$ cat src/rtl/apb_slave_regfile.sv
// APB completer with a small 32-bit register file and a configurable number
// of wait states. Register 0 is a read-only ID, the rest are scratch/control.
module apb_slave_regfile #(
    parameter int unsigned SLAVE_ID    = 0,
    parameter int unsigned NUM_REGS    = 8,
    parameter int unsigned WAIT_CYCLES = 0,
    parameter logic [31:0] ID_VALUE    = 32'h0000_0019
) (
    input  logic        pclk,
    input  logic        preset,
    input  logic [2:0]  pselx,
    input  logic        penable,
    input  logic        pwrite,
    input  logic [31:0] paddr,
    input  logic [31:0] pwdata,
    output logic [31:0] prdata,
    output logic        pready,
    output logic        pslverr
);

    localparam int unsigned CNT_W   = 4;
    localparam int unsigned IDX_W   = 10;
    localparam logic [CNT_W-1:0] LP_WAIT = CNT_W'(WAIT_CYCLES);

    localparam logic [0:0] S_IDLE   = 1'b0;
    localparam logic [0:0] S_ACCESS = 1'b1;

    logic [0:0]       r_state;
    logic [0:0]       w_state_nxt;
    logic [CNT_W-1:0] r_cnt;
    logic [CNT_W-1:0] w_cnt_nxt;
    logic [11:0]      r_addr;
    logic             r_write;
    logic [31:0]      r_wdata;
    logic [31:0]      r_regs [1:NUM_REGS-1];
    logic             r_pready;
    logic             r_pslverr;
    logic [31:0]      r_prdata;

    logic             w_sel;
    logic             w_capture;
    logic             w_pready_nxt;
    logic             w_wr_en;
    logic [11:0]      w_addr;
    logic             w_write;
    logic [IDX_W-1:0] w_idx;
    logic             w_err;
    logic [31:0]      w_rdata;
    logic             w_unused_bits;

    assign w_sel         = pselx[SLAVE_ID];
    assign w_unused_bits = &{1'b0, paddr[31:12], pselx};

    // Decode uses live bus values in the setup cycle, captured values afterwards
    assign w_addr  = (r_state == S_IDLE) ? paddr[11:0] : r_addr;
    assign w_write = (r_state == S_IDLE) ? pwrite : r_write;
    assign w_idx   = w_addr[11:2];
    assign w_err   = (32'(w_idx) >= 32'(NUM_REGS)) || (w_addr[1:0] != 2'b00) ||
                     (w_write && (w_idx == IDX_W'(0)));

    // Read mux over the register file; index 0 is the constant ID
    always_comb begin
        w_rdata = 32'h0;
        if (w_idx == IDX_W'(0)) begin
            w_rdata = ID_VALUE;
        end
        for (int i = 1; i < int'(NUM_REGS); i++) begin
            if (w_idx == IDX_W'(i)) begin
                w_rdata = r_regs[i];
            end
        end
    end

    // State register
    always_ff @(posedge pclk or posedge preset) begin
        if (preset) begin
            r_state <= S_IDLE;
        end else begin
            r_state <= w_state_nxt;
        end
    end

    // Next-state, wait counter and response-timing decode
    always_comb begin
        w_state_nxt  = r_state;
        w_cnt_nxt    = r_cnt;
        w_capture    = 1'b0;
        w_pready_nxt = 1'b0;
        w_wr_en      = 1'b0;
        case (r_state)
            S_IDLE: begin
                if (w_sel && !penable) begin
                    w_capture    = 1'b1;
                    w_cnt_nxt    = LP_WAIT;
                    w_state_nxt  = S_ACCESS;
                    w_pready_nxt = (LP_WAIT == CNT_W'(0));
                end
            end
            S_ACCESS: begin
                if (!w_sel) begin
                    w_state_nxt = S_IDLE;
                end else if (r_cnt != CNT_W'(0)) begin
                    w_cnt_nxt    = r_cnt - CNT_W'(1);
                    w_pready_nxt = (r_cnt == CNT_W'(1));
                end else begin
                    w_state_nxt = S_IDLE;
                    w_wr_en     = r_write && !w_err;
                end
            end
            default: begin
                w_state_nxt = S_IDLE;
            end
        endcase
    end

    // Wait counter and captured transfer attributes
    always_ff @(posedge pclk or posedge preset) begin
        if (preset) begin
            r_cnt   <= '0;
            r_addr  <= '0;
            r_write <= 1'b0;
            r_wdata <= '0;
        end else begin
            r_cnt <= w_cnt_nxt;
            if (w_capture) begin
                r_addr  <= paddr[11:0];
                r_write <= pwrite;
                r_wdata <= pwdata;
            end
        end
    end

    // Registered response: valid only in the single pready cycle
    always_ff @(posedge pclk or posedge preset) begin
        if (preset) begin
            r_pready  <= 1'b0;
            r_pslverr <= 1'b0;
            r_prdata  <= '0;
        end else begin
            r_pready  <= w_pready_nxt;
            r_pslverr <= w_pready_nxt && w_err;
            r_prdata  <= (w_pready_nxt && !w_err && !w_write) ? w_rdata : 32'h0;
        end
    end

    // Register file write at the edge closing the pready cycle
    always_ff @(posedge pclk or posedge preset) begin
        if (preset) begin
            for (int i = 1; i < int'(NUM_REGS); i++) begin
                r_regs[i] <= '0;
            end
        end else begin
            for (int i = 1; i < int'(NUM_REGS); i++) begin
                if (w_wr_en && (r_addr[11:2] == IDX_W'(i))) begin
                    r_regs[i] <= r_wdata;
                end
            end
        end
    end

    assign pready  = r_pready;
    assign pslverr = r_pslverr;
    assign prdata  = r_prdata;

endmodule
$ cat config.mk
export PLATFORM = sky130hd
export DESIGN_NAME = apb_slave_regfile
export DESIGN_NICKNAME = d
export VERILOG_FILES = /design/src/rtl/apb_slave_regfile.sv
export SDC_FILE = /design/constraint.sdc
export NUM_CORES = 1
export LEC_CHECK = 0
export CORE_AREA = 2 2 157 159
export CTS_CLUSTER_DIAMETER = 200
export CTS_CLUSTER_SIZE = 16
export DETAILED_ROUTE_END_ITERATION = 8
export DIE_AREA = 0 0 159 161
export HOLD_SLACK_MARGIN = 0.12
export PLACE_DENSITY_LB_ADDON = 0.05
export SYNTH_ARGS = -nofsm -noshare
export SYNTH_HDL_FRONTEND = slang
export SYNTH_SLANG_ARGS = --single-unit
$ cat constraint.sdc
create_clock -name pclk -period 13.4 [get_ports pclk]
set_clock_uncertainty 0.1 [all_clocks]
set_input_delay 2.01 -clock pclk [delete_from_list [all_inputs] [get_ports pclk]]
set_output_delay 2.01 -clock pclk [all_outputs]
set_load 0.05 [all_outputs]
==> summary.txt, run 1 <==
Detailed routing
  • Pre-antenna DRT Iters: 5
  • DR WL/cell: between 20 and 25 µm
  • Routed Antenna Nets: 0
  • DRC: 0
  • WL final: 33,550 µm
  • First DRT Iteration DRCs: approximately 660
  • Via density: 6.068
  • DR vias: 9,169

Timing
  • RSZ-0062 raised after global routing: false
  • Worst-Margin Slew: between 1 and 1.5 ns
  • Final hold viol count: 0
  • Max frequency: about 200 MHz
  • Slew Limit Fails: 0
  • Final setup viols: 0
  • Post-layout minimum cycle time: around 5.0 ns
  • Slew HR: between 20% and 30%
  • Setup TNS: 0 ns
  • Final period util: a little under two fifths

Synthesis
  • Syn. warnings: 0
  • Netlist cell types: 57
  • Syn avg cell area: approximately 12 µm²
  • Post-synth top area share: 55.63%
  • EDFF count, synth: 0
  • Main flop type after synthesis: dfrtp_1
  • Async SR Flop Fraction: 100.0%
  • Post-Syn Instances: ~1,100
  • Post-synthesis register bit count: around 300
  • Area contributors post-synth: dfrtp_1, mux2_2, nand2_1, mux2_4, a21boi_0
  • Syn Nets: 1,213
  • Sequential share of the synthesized area: 55.63%
  • Cell accounting for the most synthesized area: dfrtp_1
  • Post-Syn Area: 13,850 µm²

GRT
  • Vias in the first global route: between 9,000 and 10,000
  • First-pass GRT wire length: 53,710 µm
  • Largest net degree at the start of global routing: 124
  • Initial antenna violation count: 0
  • Congestion Overflow GR: 0
  • All-layer global routing usage: 26.68%

CTS
  • Clk_lat worst skew: roughly 0.52 ns
  • CTS tree: built
  • TritonCTS Buffers: 23
  • Root Buffer: clkbuf_16
  • Clock Pin Slew Worst Setup and Hold Paths: 0.07 ns
  • PostCTS Resize Cnt: 0
  • Clock H-tree levels: 1
  • Postcts setup bufs: 0
  • CTS Sinks: roughly 310
  • Clock Tree Buf Depth: 3
  • # hold bufs at CTS: 0

Power
  • Sw Ratio: 24.86%
  • Sw Pwr: around 0.43 mW
  • LEAKAGE: ~7.3 nW
  • Total power: between 1.5 and 2 mW
  • Comb power frac: ~6.6%
  • Sequential share of power: roughly 58%
  • Worst IR Drop VDD: between 80 and 90 µV
  • Power density over cell area: 110.3 nW/µm²
  • Clock power frac: 35.8%
  • P_int: roughly 1.3 mW

Cells and area
  • Commonest non-fill, non-tap cell in the layout: dfrtp_1
  • Most frequent cells in the layout: dfrtp_1, mux2_2, nand2_1
  • Fin util: roughly two thirds
  • Layout cells sized above 1: approximately 25%
  • Fin nets: 1,262
  • Synthesis-to-layout area growth: 12.59%
  • Diodes inserted: 0

Setup path
  • Crit path max-delay family: simple AND/OR/NAND/NOR gates
  • Crit path max fanout: 31
  • Worst EP required: ~14 ns
  • Critical path class: in2reg
  • Worst path slowest cell: nand2_1
  • Crit path DAT: around 5.3 ns
  • Most common cell on crit path: buf_4
  • CP max stage delay: 0.85 ns
  • Crit-path cells: clkdlybuf4s50_1 -> nor4_1 -> nand3_1 -> buf_4 -> nand2_1 -> buf_4 -> a22oi_1 -> a221oi_1
  • Crit end category: register
  • Critical path launch point type: input port
  • Worst Path Buf+Inv: 3

Placed design
  • Buffers on Ports: 82
  • Gpl congestion: roughly 0.82
  • DPL Wire Length: about 18,000 µm

Worst hold path
  • HP Class: reg2reg

Floorplan
  • Row count: 57
  • IO Count: about 110
  • Starting density of the core: 57.82%
  • Die height: 161 µm
  • Core area: ~24,000 µm²
  • Die Width: between 150 and 200 µm
  • DIE AREA: roughly 26,000 µm²

Outcome
  • Status: finished clean

Flow run
  • Max Cap Violations: 0
flip-flops by register name, indices dropped and copies added (netlist names):
| signal | count |
|---|---|
| prdata | 32 |
| pready | 1 |
| pslverr | 1 |
| r_addr | 12 |
| r_cnt | 4 |
| r_regs | 224 |
| r_state | 1 |
| r_wdata | 32 |
| r_write | 1 |
power by group through the flow:
stage,Clock (mW),Sequential [mW],Combinational (mW)
floorplan,0,0.994,0.0673
global placement,0,1.01,0.113
detailed placement,0,1.01,0.114
CTS,0.632,0.991,0.115
global route,0.667,0.996,0.126
finish,0.617,0.991,0.113
cell type report:
cell class                 instances  area (µm²)
inverter                          35       138.9
clock buffer                      23       575.6
tap                              324       405.4
clock inverter                     1       16.27
multi-input combinational        715        5762
sequential                       308        7707
timing repair buffer             105       993.5
fill                            1943        8364
cell usage after synthesis (all sizes together), types with 4 or more instances:
master	count
nand3	11
a22o	27
o21ai	65
inv	35
a22oi	27
nor4	7
nor4b	4
nand2	151
a221oi	28
dfrtp	308
clkbuf	50
a21boi	52
buf	31
nor2	20
mux2	226
a21oi	13
mux2i	30
final timing paths:
check,from,to,slack [ns],cells after the start
max in group asynchronous,preset,prdata[30],9.17,4
hold reg to reg,r_regs[23],r_regs[23],0.39,1
hold / removal,r_regs[23],r_regs[23],0.39,1
setup reg to reg,r_state,prdata[27],9.62,7
min in group asynchronous,preset,r_regs[7],1.95,2
setup / recovery,paddr[7],prdata[27],8.39,8
cells by family after synthesis:
logic type | Yosys count | share of synthesized area (%)
AOI/OAI and AO/OA | 240 | 12.25
and+or+nand+nor | 214 | 6.855
xor gates and xnor gates | 2 | 0.1265
DFF | 308 | 55.63
muxes | 256 | 21.35
buffers and inverters | 116 | 3.522
adders and majority gates | 3 | 0.2710
per-stage QoR:
stage | hold slack (ns) | setup WS (ns) | cells | cell area (µm²)
final | 0.3911 | 8.389 | 1511 | 15600
after CTS | 0.3972 | 8.368 | 1511 | 15600
after detailed placement | 0.3810 | 7.818 | 1487 | 15010
after global routing | 0.4119 | 8.120 | 1511 | 15600
after global placement | 0.3730 | 7.882 | 1487 | 15010
after floorplan | 0.3601 | 2.774 | 1139 | 13850
layer usage:
| layer | global-route usage (%) | wire length (µm) | share of wire [%] | vias to the layer above |
|---|---|---|---|---|
| met5 | 0 | 0 | 0 | - |
| met4 | 6.529 | 682 | 2.0 | 0 |
| met3 | 3.159 | 1535 | 4.6 | 51 |
| met2 | 42.37 | 15340 | 46 | 255 |
| met1 | 39.83 | 15990 | 48 | 4715 |
| li1 | - | - | - | 4148 |
No activity file was read; power rests on OpenSTA's default activity.
==> run 2: changes to the inputs <==
Clock period 13.4 ns to 5.2 ns, I/O delays scaled along.
==> summary.txt, run 2 (synthesis gave the netlist of run 1 again) <==
Outcome
  • Status: finished clean

Setup path
  • Critical path launch point type: register
  • Crit path launch: r_state
  • Worst path slowest cell: or2_2
  • Worst EP required: 5.49 ns (-8.19 ns)
  • Critical Path Sink: r_regs[23]
  • Crit path DAT: 3.96 ns (-1.33 ns)
  • CP max stage delay: 0.78 ns (-0.07 ns)
  • R2r worst-path depth: 5 (-2)
  • Crit path max fanout: 32 (+3.2%)
  • Crit-path cells: or4b_4 -> nor4_1 -> o211ai_1 -> or2_2 -> mux2_1
  • Critical path class: reg2reg
  • Crit end category: register
  • Worst R2R Setup Slack: 1.53 ns (-8.09 ns)
  • R2r startpoint: r_state
  • Critical R2R Capture: r_regs[23]

Placed design
  • DPL Wire Length: 19,270 µm (+6.4%)
  • Gpl congestion: 0.7886 (-3.6%)
  • Buffers on Ports: 82 (unchanged)
  • DP Worst Slack: 1.243 ns (-6.575 ns)
  • Inst Count DP: 1,496 (+0.61%)

Flow run
  • Max Cap Violations: 0 (unchanged)

Power
  • Worst IR Drop VDD: 249.0 µV (+210%)
  • Total power: 4.442 mW (+160%)
  • Power density over cell area: 282.8 nW/µm² (+160%)
  • LEAKAGE: 7.349 nW (+0.84%)

Detailed routing
  • First DRT Iteration DRCs: 727 (+10%)
  • Via density: 6.128 (+0.99%)
  • Routed Antenna Nets: 0 (unchanged)
  • DRC: 0 (unchanged)
  • DR vias: 9,315 (+1.6%)
  • WL final: 33,980 µm (+1.3%)
  • Pre-antenna DRT Iters: 8 (+3)
  • DR WL/cell: 22.36 µm (+0.69%)

Floorplan
  • Die height: 161 µm (unchanged)
  • Core area: 23,960 µm² (unchanged)
  • Starting density of the core: 57.82% (unchanged)
  • DIE AREA: 25,600 µm² (unchanged)
  • IO Count: 105 (unchanged)
  • Die Width: 159 µm (unchanged)
  • Row count: 57 (unchanged)

Cells and area
  • Layout cells sized above 1: 25.08% (+0.57 points)
  • Fin nets: 1,271 (+0.71%)
  • Post-Layout Cell Count: 1,520 (+0.60%)
  • Diodes inserted: 0 (unchanged)
  • Top reg by flops: r_regs
  • # fillers: 1,867 (-3.9%)
  • Largest register FFs: 224 (unchanged)
  • Commonest non-fill, non-tap cell in the layout: dfrtp_1
  • Most frequent cells in the layout: dfrtp_1, mux2_2, nand2_1
  • Synthesis-to-layout area growth: 13.36%

CTS
  • Clock Tree Buf Depth: 3 (unchanged)
  • Postcts setup bufs: 0 (unchanged)
  • Root Buffer: clkbuf_16
  • Clk_lat worst skew: 0.51 ns (about the same)
  • CTS tree: built
  • TritonCTS Buffers: 23 (unchanged)
  • CTS Sinks: 308 (unchanged)
  • Clock H-tree levels: 1 (unchanged)
  • # hold bufs at CTS: 0 (unchanged)
  • Clock Pin Slew Worst Setup and Hold Paths: 0.07 ns (about the same)
  • PostCTS Resize Cnt: 0 (unchanged)

Timing
  • Final hold viol count: 0 (unchanged)
  • Max frequency: 272.5 MHz
  • RSZ-0062 raised after global routing: false
  • Final setup viols: 0 (unchanged)
  • Slew Limit Fails: 0 (unchanged)
  • Final worst slack: 1.531 ns (-6.858 ns)
  • Final period util: between 70 and 80%
  • Worst-Margin Slew: 1.181 ns (+0.03566 ns)
  • Post-layout minimum cycle time: 3.669 ns
  • Setup TNS: 0 ns (unchanged)
  • Slew HR: 21.26% (-2.4 points)

GRT
  • Largest net degree at the start of global routing: 92 (-26%)
  • First-pass GRT wire length: 53,960 µm (+0.47%)
  • Vias in the first global route: 9,362 (+0.39%)
  • All-layer global routing usage: 26.83% (+0.15 points)
  • Initial antenna violation count: 0 (unchanged)
  • Congestion Overflow GR: 0 (unchanged)

Worst hold path
  • WHS Path Cells: 1 (unchanged)
  • HP Class: reg2reg
run 2: layout make-up:
class | instances | area [µm²] | area share (%)
tap | 324 | 405.4 | 2.581
clock buffer | 23 | 575.6 | 3.665
clock inverter | 1 | 16.27 | 0.1036
multi-input combinational | 715 | 5754 | 36.64
inverter | 35 | 135.1 | 0.8604
timing repair buffer | 114 | 1111 | 7.075
sequential | 308 | 7707 | 49.08
run 2: how the worst min path moves through the flow:
stage	from	end	slack, ns
final	r_regs[23]	r_regs[23]	0.40
after global routing	r_regs[43]	r_regs[43]	0.41
after detailed placement	r_addr[5]	r_addr[5]	0.38
after global placement	r_regs[119]	r_regs[119]	0.38
after CTS	r_regs[23]	r_regs[23]	0.40
after floorplan	r_addr[6]	r_addr[6]	0.36
run 2: stage by stage:
stage	utilization, %	cell area (µm²)	hold slack (ns)
2_1_floorplan	-	13860	0.3601
3_3_place_gp	63.07	15110	0.3755
3_5_place_dp	63.07	15110	0.3791
4_1_cts	65.54	15710	0.3982
5_1_grt	65.54	15710	0.4133
6_report	65.54	15710	0.3966
run 2: per-layer routing:
layer,vias to the layer above,track usage (%),part of all wire [%]
met2,265,41.92,46
met4,0,6.033,1.7
met1,4842,40.58,47
met3,40,3.570,5.3
li1,4168,-,-
met5,-,0,0
run 2: power by group:
part           internal, mW  leakage [nW]  switching (mW)
Combinational         0.102          2.83           0.196
Clock                 0.788         0.290           0.801
Sequential             2.45          4.23           0.107
run 2: worst max-delay path, delay by kind of cell (launching register included):
family | cells | cell delay [ns]
multiplexers | 1 | 0.48
AND/OR/NAND/NOR | 3 | 1.95
AO/OA/AOI/OAI | 1 | 0.29
flip-flops | 1 | 0.73
==> run 3: changes to the inputs <==
Settings changed: CORE_AREA 2 2 157 159 to 2 2 165 167, DIE_AREA 0 0 159 161 to 0 0 167 169.
Clock period 5.2 ns to 3.3 ns, I/O delays scaled along.
==> summary.txt, run 3 (synthesis gave the netlist of run 1 again) <==
Outcome
  • Status: finished clean

Power
  • Power density over cell area: 436.9 nW/µm² (+54%)
  • Total power: 7.014 mW (+58%)
  • Comb power frac: 6.9% (+0.2 points)
  • Worst IR Drop VDD: 406.9 µV (+63%)
  • Sw Pwr: 1.734 mW (+57%)
  • Clock power frac: 35.7% (about the same)
  • LEAKAGE: 7.517 nW (+2.3%)
  • Sw Ratio: 24.73% (-0.13 points)
  • P_int: 5.279 mW (+58%)
  • Sequential share of power: 57.4% (about the same)

Setup path
  • Critical R2R Capture: r_regs[212]
  • Critical path launch point type: register
  • Critical path class: reg2reg
  • Crit path DAT: 3.33 ns (-0.63 ns)
  • Worst path slowest cell: or4_2
  • R2r worst-path depth: 6 (+1)
  • Crit path max-delay family: simple AND/OR/NAND/NOR gates
  • CP max stage delay: 0.65 ns (-0.13 ns)
  • Crit path launch: r_state
  • Crit path max fanout: 32 (unchanged)
  • Worst R2R Setup Slack: 0.27 ns (-1.26 ns)
  • Worst Path Buf+Inv: 1 (+1)
  • R2r startpoint: r_state
  • Crit-path cells: nor4b_2 -> nand3_1 -> or4_1 -> or4_2 -> buf_12 -> mux2_4
  • Worst EP required: 3.60 ns (-1.89 ns)
  • Crit end category: register

Worst hold path
  • HP Class: in2async

Detailed routing
  • WL final: 33,040 µm (-2.8%)
  • DRC: 0 (unchanged)
  • Pre-antenna DRT Iters: 5 (-3)
  • DR vias: 9,127 (-2.0%)
  • First DRT Iteration DRCs: 584 (-20%)
  • Via density: 5.851 (-4.5%)
  • Routed Antenna Nets: 0 (unchanged)
  • DR WL/cell: 21.18 µm (-5.3%)

Timing
  • Final setup viols: 0 (unchanged)
  • Post-layout minimum cycle time: 3.029 ns (-0.6401 ns)
  • Worst-Margin Slew: 1.176 ns (-0.005542 ns)
  • Final period util: 91.79% (+21 points)
  • Final hold viol count: 0 (unchanged)
  • Slew HR: 21.62% (+0.36 points)
  • RSZ-0062 raised after global routing: false
  • Max frequency: 330.1 MHz (+21%)
  • Setup TNS: 0 ns (unchanged)
  • Slew Limit Fails: 0 (unchanged)

Cells and area
  • Diodes inserted: 0 (unchanged)
  • Fin util: 60.59% (-5.0 points)
  • Commonest non-fill, non-tap cell in the layout: dfrtp_1
  • Top reg by flops: r_regs
  • Reg area: 7707 µm² (unchanged)
  • Most frequent cells in the layout: dfrtp_1, mux2_2, nand2_1
  • Layout cells sized above 1: 26.50% (+1.4 points)
  • Largest register FFs: 224 (unchanged)
  • # fillers: 2,122 (+14%)
  • Fin nets: 1,294 (+1.8%)
  • Synthesis-to-layout area growth: 15.89%
  • Multi-input logic area: 5748 µm² (-0.11%)

CTS
  • CTS tree: built
  • CTS Sinks: 308 (unchanged)
  • Clk_lat worst skew: 0.51 ns (about the same)
  • Clock Pin Slew Worst Setup and Hold Paths: 0.07 ns (about the same)
  • TritonCTS Buffers: 23 (unchanged)
  • PostCTS Resize Cnt: 0 (unchanged)
  • # hold bufs at CTS: 0 (unchanged)
  • Root Buffer: clkbuf_16
  • Postcts setup bufs: 0 (unchanged)
  • Clock H-tree levels: 1 (unchanged)
  • Clock Tree Buf Depth: 3 (unchanged)

Placed design
  • Gpl congestion: 0.8126 (+3.0%)
  • Buffers on Ports: 82 (unchanged)
  • DPL Wire Length: 20,100 µm (+4.3%)

GRT
  • First-pass GRT wire length: 53,960 µm (unchanged)
  • Initial antenna violation count: 0 (unchanged)
  • Vias in the first global route: 9,435 (+0.78%)
  • Congestion Overflow GR: 0 (unchanged)
  • All-layer global routing usage: 24.12% (-2.7 points)
  • Largest net degree at the start of global routing: 60 (-35%)

Floorplan
  • Row count: 60 (+5.3%)
  • DIE AREA: 28,220 µm² (+10%)
  • Die Width: 167 µm (+5.0%)
  • Core area: 26,500 µm² (+11%)
  • Die height: 169 µm (+5.0%)
  • Starting density of the core: 52.28% (-5.5 points)
  • IO Count: 105 (unchanged)

Flow run
  • Max Cap Violations: 0 (unchanged)
==> run 3: worst max path at each step <==
stage                        to  slack [ns]  cells after the start
floorplan             prdata[0]       -1.39                      1
global placement    r_regs[223]      -0.001                      8
detailed placement  r_regs[223]       -0.02                      8
CTS                 r_regs[207]        0.22                      6
global route        r_regs[205]        0.08                      6
finish              r_regs[212]        0.27                      6
==> run 3: worst register-to-register path, delay by kind of cell (launching register included) <==
| kind | cells | cell delay, ns |
|---|---|---|
| mux | 1 | 0.35 |
| buf+inv | 1 | 0.24 |
| simple gates | 4 | 1.68 |
| flops | 1 | 0.54 |
==> run 3: power groups by stage <==
stage | Clock, mW | Sequential (mW) | Combinational [mW]
2_1_floorplan | 0 | 4.04 | 0.274
3_3_place_gp | 0 | 4.10 | 0.485
6_report | 2.50 | 4.03 | 0.484
3_5_place_dp | 0 | 4.10 | 0.490
4_1_cts | 2.58 | 4.03 | 0.493
5_1_grt | 2.71 | 4.05 | 0.543
==> run 3: per-layer routing <==
layer	vias to the layer above	global-route usage [%]	share of wire, %
li1	4224	-	-
met1	4677	34.83	47
met2	193	39.70	47
met3	33	2.923	4.0
met4	0	4.910	1.6
met5	-	0	0
==> run 3: layout make-up <==
class	instances	share of cell area [%]
Timing Repair Buffer	137	9.009
Inverter	35	0.8416
Multi-Input combinational cell	715	35.80
Clock buffer	23	3.585
Clock inverter	1	0.1013
Tap cell	341	2.657
Sequential cell	308	48.00
==> run 3: per-stage QoR <==
step           worst slack, ns  cell area [µm²]  instances  hold WS [ns]
2_1_floorplan           -1.394            13860       1139        0.3601
3_3_place_gp         -0.001428            15460       1536        0.3794
3_5_place_dp          -0.02414            15460       1536        0.3873
4_1_cts                 0.2167            16050       1560        0.3202
5_1_grt                0.07658            16060       1560        0.3630
6_report                0.2710            16060       1560        0.3106
